[src/rtl/stream_mux_pkg.sv]
// rtl/stream_mux_pkg.sv - shared mode encoding and default sizes for the stream mux
package stream_mux_pkg;

    typedef enum logic {
        MODE_FIXED = 1'b0,
        MODE_RR    = 1'b1
    } mode_e;

    localparam int N_CH_DEF    = 4;
    localparam int WIDTH_DEF   = 8;
    localparam int SLICE_W_DEF = 2;

endpackage

[src/rtl/mux_n_1_slice.sv]
// rtl/mux_n_1_slice.sv - combinational N_CH:1 mux of one SLICE_W-bit slice, one-hot select
module mux_n_1_slice
    import stream_mux_pkg::*;
#(
    parameter int N_CH    = N_CH_DEF,
    parameter int SLICE_W = SLICE_W_DEF
) (
    input  logic [N_CH-1:0]         sel_oh,
    input  logic [N_CH*SLICE_W-1:0] data,
    output logic [SLICE_W-1:0]      y
);

    // AND-OR mux: an all-zero select yields zero
    always_comb begin
        y = '0;
        for (int c = 0; c < N_CH; c++) begin
            if (sel_oh[c]) begin
                y = y | data[c*SLICE_W +: SLICE_W];
            end
        end
    end

endmodule

[src/rtl/stream_mux_rr.sv]
// rtl/stream_mux_rr.sv - N:1 valid/ready stream mux, fixed or round-robin select; STREAM_MUX_RR_PKT_LOCK_EN adds packet lock
module stream_mux_rr
    import stream_mux_pkg::*;
#(
    parameter int N_CH    = N_CH_DEF,
    parameter int WIDTH   = WIDTH_DEF,
    parameter int SLICE_W = SLICE_W_DEF,
    parameter int CH_W    = $clog2(N_CH)
) (
    input  logic                  clk,
    input  logic                  rst_n,
    input  logic [N_CH-1:0]       in_valid,
    input  logic [N_CH*WIDTH-1:0] in_data,
    input  logic [N_CH-1:0]       in_last,
    output logic [N_CH-1:0]       in_ready,
    input  logic                  mode,
    input  logic [CH_W-1:0]       sel,
    output logic                  out_valid,
    output logic [WIDTH-1:0]      out_data,
    output logic [CH_W-1:0]       out_ch,
    input  logic                  out_ready
);

    localparam int N_SLICE = WIDTH / SLICE_W;

    logic            load_en;
    logic            accept;
    logic            arb_vld;
    logic [CH_W-1:0] arb_ch;
    logic            grant_vld;
    logic [CH_W-1:0] grant_ch;
    logic [N_CH-1:0] grant_oh;
    logic [CH_W-1:0] rr_ptr;
    logic [CH_W-1:0] rr_idx;
    logic            ptr_upd_ok;
    logic [WIDTH-1:0] mux_data;

    assign load_en = !out_valid | out_ready;

    // Per-beat arbitration: fixed select, or first valid channel after rr_ptr
    always_comb begin
        arb_vld = 1'b0;
        arb_ch  = '0;
        rr_idx  = '0;
        if (mode_e'(mode) == MODE_FIXED) begin
            for (int c = 0; c < N_CH; c++) begin
                if (sel == CH_W'(c) && in_valid[c]) begin
                    arb_vld = 1'b1;
                    arb_ch  = CH_W'(c);
                end
            end
        end else begin
            for (int k = 1; k <= N_CH; k++) begin
                rr_idx = CH_W'((int'(rr_ptr) + k) % N_CH);
                if (!arb_vld && in_valid[rr_idx]) begin
                    arb_vld = 1'b1;
                    arb_ch  = rr_idx;
                end
            end
        end
    end

`ifdef STREAM_MUX_RR_PKT_LOCK_EN
    logic            locked;
    logic [CH_W-1:0] lock_ch;

    // An open packet pins the grant to its channel, even while that channel idles
    assign grant_vld  = locked ? in_valid[lock_ch] : arb_vld;
    assign grant_ch   = locked ? lock_ch : arb_ch;
    assign ptr_upd_ok = in_last[grant_ch];

    // Lock opens on a non-last beat and closes on the last beat
    always_ff @(posedge clk or negedge rst_n) begin
        if (!rst_n) begin
            locked  <= 1'b0;
            lock_ch <= '0;
        end else if (accept) begin
            locked  <= !in_last[grant_ch];
            lock_ch <= grant_ch;
        end
    end
`else
    logic unused_last;

    assign grant_vld   = arb_vld;
    assign grant_ch    = arb_ch;
    assign ptr_upd_ok  = 1'b1;
    assign unused_last = ^in_last;
`endif

    // One-hot grant drives both the ready vector and the data slices
    always_comb begin
        grant_oh = '0;
        if (grant_vld) begin
            grant_oh[grant_ch] = 1'b1;
        end
    end

    assign in_ready = load_en ? grant_oh : '0;
    assign accept   = load_en & grant_vld;

    for (genvar s = 0; s < N_SLICE; s++) begin : g_slice
        logic [N_CH*SLICE_W-1:0] slice_in;
        for (genvar c = 0; c < N_CH; c++) begin : g_gather
            assign slice_in[c*SLICE_W +: SLICE_W] = in_data[c*WIDTH + s*SLICE_W +: SLICE_W];
        end
        mux_n_1_slice #(
            .N_CH    (N_CH),
            .SLICE_W (SLICE_W)
        ) u_slice (
            .sel_oh (grant_oh),
            .data   (slice_in),
            .y      (mux_data[s*SLICE_W +: SLICE_W])
        );
    end

    // Output register: loads when empty or draining; idle cycles clear valid only
    always_ff @(posedge clk or negedge rst_n) begin
        if (!rst_n) begin
            out_valid <= 1'b0;
            out_data  <= '0;
            out_ch    <= '0;
        end else if (load_en) begin
            out_valid <= grant_vld;
            if (grant_vld) begin
                out_data <= mux_data;
                out_ch   <= grant_ch;
            end
        end
    end

    // Round-robin pointer remembers the last channel served in RR mode
    always_ff @(posedge clk or negedge rst_n) begin
        if (!rst_n) begin
            rr_ptr <= CH_W'(N_CH - 1);
        end else if (accept && mode_e'(mode) == MODE_RR && ptr_upd_ok) begin
            rr_ptr <= grant_ch;
        end
    end

endmodule

[config.mk]
export PLATFORM = sky130hd
export DESIGN_NAME = stream_mux_rr
export DESIGN_NICKNAME = d
export VERILOG_FILES = /design/src/rtl/stream_mux_pkg.sv /design/src/rtl/mux_n_1_slice.sv /design/src/rtl/stream_mux_rr.sv
export SDC_FILE = /design/constraint.sdc
export NUM_CORES = 1
export LEC_CHECK = 0
export BUFFER_PORTS_ARGS = -buffer_cell sky130_fd_sc_hd__buf_2
export CAP_MARGIN = 15
export CORE_ASPECT_RATIO = 1.1
export CORE_MARGIN = 2
export CORE_UTILIZATION = 38
export DETAILED_ROUTE_END_ITERATION = 8
export GPL_TIMING_DRIVEN = 0
export HOLD_SLACK_MARGIN = 0.15
export PLACE_DENSITY_LB_ADDON = 0.12
export RECOVER_POWER = 25
export SYNTH_ARGS = -nofsm -noshare
export SYNTH_HDL_FRONTEND = slang
export SYNTH_SLANG_ARGS = --single-unit
[constraint.sdc]
create_clock -name clk -period 2.2 [get_ports clk]
set_input_delay 0.33 -clock clk [delete_from_list [all_inputs] [get_ports clk]]
set_output_delay 0.33 -clock clk [all_outputs]
set_load 0.1 [all_outputs]
==> results.py <==
metrics = {
    "global_route": {
        "grt_antenna_before_repair": 0,
        "grt_max_degree": 14,
        "grt_pass1_vias": 1220,
        "overflow": 0,
        "grt.total_usage_pct": 20.7,
        "grt_pass1_wl_um": 5450,
    },
    "clock_tree": {
        "cts-root-buf": "clkbuf_4",
        "cts.sinks": 13,
        "clk_pin_slew_ns": 0.10,
        "cts_max_level": 1,
        "clk_latency_ns": 0.29,
        "clk_path_buf_depth": 2,
        "cts_buffers": 3,
        "cts_tree": "done",
    },
    "power_and_ir_drop": {
        "leakagePower_nw": 0.746,
        "ir_drop_v": 0.000731,
        "p_per_area_mw_per_mm2": 991,
        "p_total_mw": 1.61,
    },
    "routing": {
        "wl_per_cell_um": 15.2,
        "routed_wl_um": 3440,
        "drt-initial-drc-count": 31,
        "routed-via-count": 1309,
        "antenna_left": 0,
        "routed_via_density": 5.77,
        "drtPass1Iterations": 4,
        "drcViolationCount": 0,
    },
    "timing": {
        "fmax_mhz": 405,
        "period_share_pct": 112,
        "relSlewSlack_pct": 48.0,
        "min_period_ns": 2.47,
        "setup-violations-final": 4,
        "finalMaxSlewViolations": 0,
        "fin_skew_ns": 0.00286,
        "rsz0062_at_grt": "true",
        "worstMarginPinSlew_ns": 0.779,
        "layout_setup_ws_ns": -0.271,
        "hold_viol_final": 0,
    },
    "worst_setup_path": {
        "crit_fanout": 6,
        "critPathLaunchType": "flop",
        "cp_slowest_cell": "dfstp_2",
        "criticalPathCategory": "reg2out",
        "crit_path_end_kind": "output port",
        "cpPeakStageDelay_ns": 0.60,
        "cpLargestDelayFamily": "flip-flops",
        "required_ns": 1.87,
        "arrival_ns": 2.14,
        "cp_num_buf_inv": 1,
        "worstPathCellList": "mux2_4 > and2_4 > o31ai_4 > nor2b_4 > and3_4 > buf_12",
    },
    "synthesis": {
        "netlist_area_mm2": 0.00110,
        "synth-seq-area-share_pct": 29.7,
        "ys_ff_latch": 13,
        "synth_cells": 129,
        "syn_nets": 175,
        "postSynthAreaPerCell_um2": 8.55,
        "synth_cell_type_count": 36,
        "synth_warnings": 0,
    },
    "place": {
        "hpwl_um": 2570,
        "gp_congestion": 0.787,
        "placed_cell_area_mm2": 0.00147,
        "dp.cells": 218,
        "portBuffers": 56,
    },
    "finish": {
        "drive_gt1_share_pct": 44.8,
        "layout_common_cells": "53 x buf_2, 11 x nor2b_1, 11 x dfrtp_1, 10 x inv_1, 9 x nor2_1",
        "layout_commonest_cell": "buf_2",
        "syn_to_final_growth_pct": 47.0,
        "diodes": 0,
        "final_nets": 241,
        "fin_area_mm2": 0.00162,
        "fin_cells": 227,
    },
    "die": {
        "die_area_mm2": 0.00335,
        "fp.dieW_um": 55.4,
        "core_region_area_mm2": 0.00275,
        "rows": 20,
        "die_h_um": 60.5,
        "start_util_pct": 40.0,
        "io_pins": 61,
    },
    "worst_hold_path": {
        "holdCritPathClass": "in2reg",
    },
    "flow_run": {
        "maxCapViolCount": 0,
    },
    "outcome": {
        "outcome": "finished with violations",
        "violations": "setup timing",
    },
}
[logic make-up (layout without fill, tap and decap cells)]
kind of cell           after synthesis  count (layout)  synth area share [%]
AOI/OAI and AO/OA                   51              51                  37.6
and+or+nand+nor                     43              43                  21.1
DFF                                 13              13                  29.7
buffers and inverters               18              83                  7.72
muxes                                4               4                  3.86
[layout make-up]
type | instances | area (µm²)
fillers | 280 | 1130
well taps | 33 | 41.3
plain buffers | 7 | 45.0
clock inverters | 1 | 5.00
repair buffers | 62 | 382
inverters | 10 | 37.5
flip-flops and latches | 13 | 328
clock buffers | 3 | 22.5
multi-input cells | 98 | 759
[flip-flops by register name (all words and copies together) (netlist names)]
name	flops
out_data	8
out_ch	2
rr_ptr	2
out_valid	1
[routing by layer]
layer / global-route usage (%) / wire (µm)
met1: 25.2 / 1490
met2: 38.3 / 1780
met3: 2.35 / 145
met4: 8.01 / 36
met5: 0 / 0
[cells in the mapped netlist]
cell type / number / area (µm²)
dfrtp_1: 11 / 275
nor3_1: 3 / 15.0
a21oi_1: 3 / 15.0
o21a_1: 2 / 15.0
inv_1: 10 / 37.5
a211oi_1: 8 / 60.1
o21ai_2: 1 / 8.76
a21boi_0: 1 / 7.51
o41a_1: 1 / 11.3
nor4_1: 1 / 6.26
a311oi_1: 8 / 70.1
and2_1: 2 / 12.5
buf_6: 2 / 22.5
mux2_2: 2 / 22.5
a2111oi_0: 8 / 70.1
nor2b_1: 12 / 75.1
nand3_1: 1 / 5.00
o31ai_2: 1 / 12.5
nor3b_1: 1 / 7.51
mux2i_1: 2 / 20.0
a31o_2: 2 / 17.5
dfstp_2: 2 / 52.6
a21o_1: 3 / 22.5
nand2_1: 6 / 22.5
or3b_1: 1 / 8.76
nor2_1: 9 / 33.8
a31oi_1: 1 / 6.26
buf_2: 2 / 10.0
a22oi_2: 1 / 12.5
and3_1: 2 / 12.5
o21ai_0: 3 / 15.0
and2_4: 1 / 8.76
clkbuf_1: 4 / 15.0
nand2b_1: 3 / 18.8
a32oi_1: 8 / 70.1
or3_1: 1 / 6.26
[path summary, 6_finish.rpt]
check	startpoint	endpoint	slack (ns)	cells past startpoint
worst max-delay path	rr_ptr[1]	in_ready[2]	-0.27	6
worst min-delay path	out_ready	out_ch[0]	0.38	3
worst max register to register	rr_ptr[1]	out_data[3]	0	7
worst min register to register	out_ch[1]	out_ch[1]	0.48	1
max in group asynchronous	rst_n	out_data[6]	1.10	2
min in group asynchronous	rst_n	out_data[1]	0.62	2
[metrics by stage]
step	worst slack, ns	hold WS (ns)	TNS, ns	utilization [%]
detailed placement	-0.588	0.248	-2.39	53.5
finish	-0.271	0.383	-0.991	58.9
global route	-0.357	0.428	-1.54	58.9
CTS	-0.264	0.395	-1.06	58.2
global placement	-0.535	0.241	-1.71	53.5
floorplan	-0.399	0.0344	-0.703	-
[worst reg2reg max path, stage by stage (launching register included)]
cell,delay (ns)
dfstp_2,0.60
mux2_4,0.32
buf_4,0.14
a22oi_2,0.13
buf_4,0.18
a311oi_1,0.13
a2111oi_0,0.47
a211oi_1,0.09
[report_power, final]
part | internal (mW) | switching (mW) | leakage (nW)
Sequential | 0.318 | 0.0443 | 0.147
Clock | 0.0676 | 0.103 | 0.0177
Combinational | 0.275 | 0.798 | 0.581
[what timing repair did]
| action | 4_1_cts | 5_1_grt |
|---|---|---|
| hold endpoints to repair | 11 | 0 |
| hold buffers | 1 | 0 |
| buffers inserted | 3 | 2 |
| setup endpoints to repair | 4 | 12 |
| resized for setup | 20 | 1 |
| pin swaps | 1 | 3 |
Power figures use the tool's default switching activity.
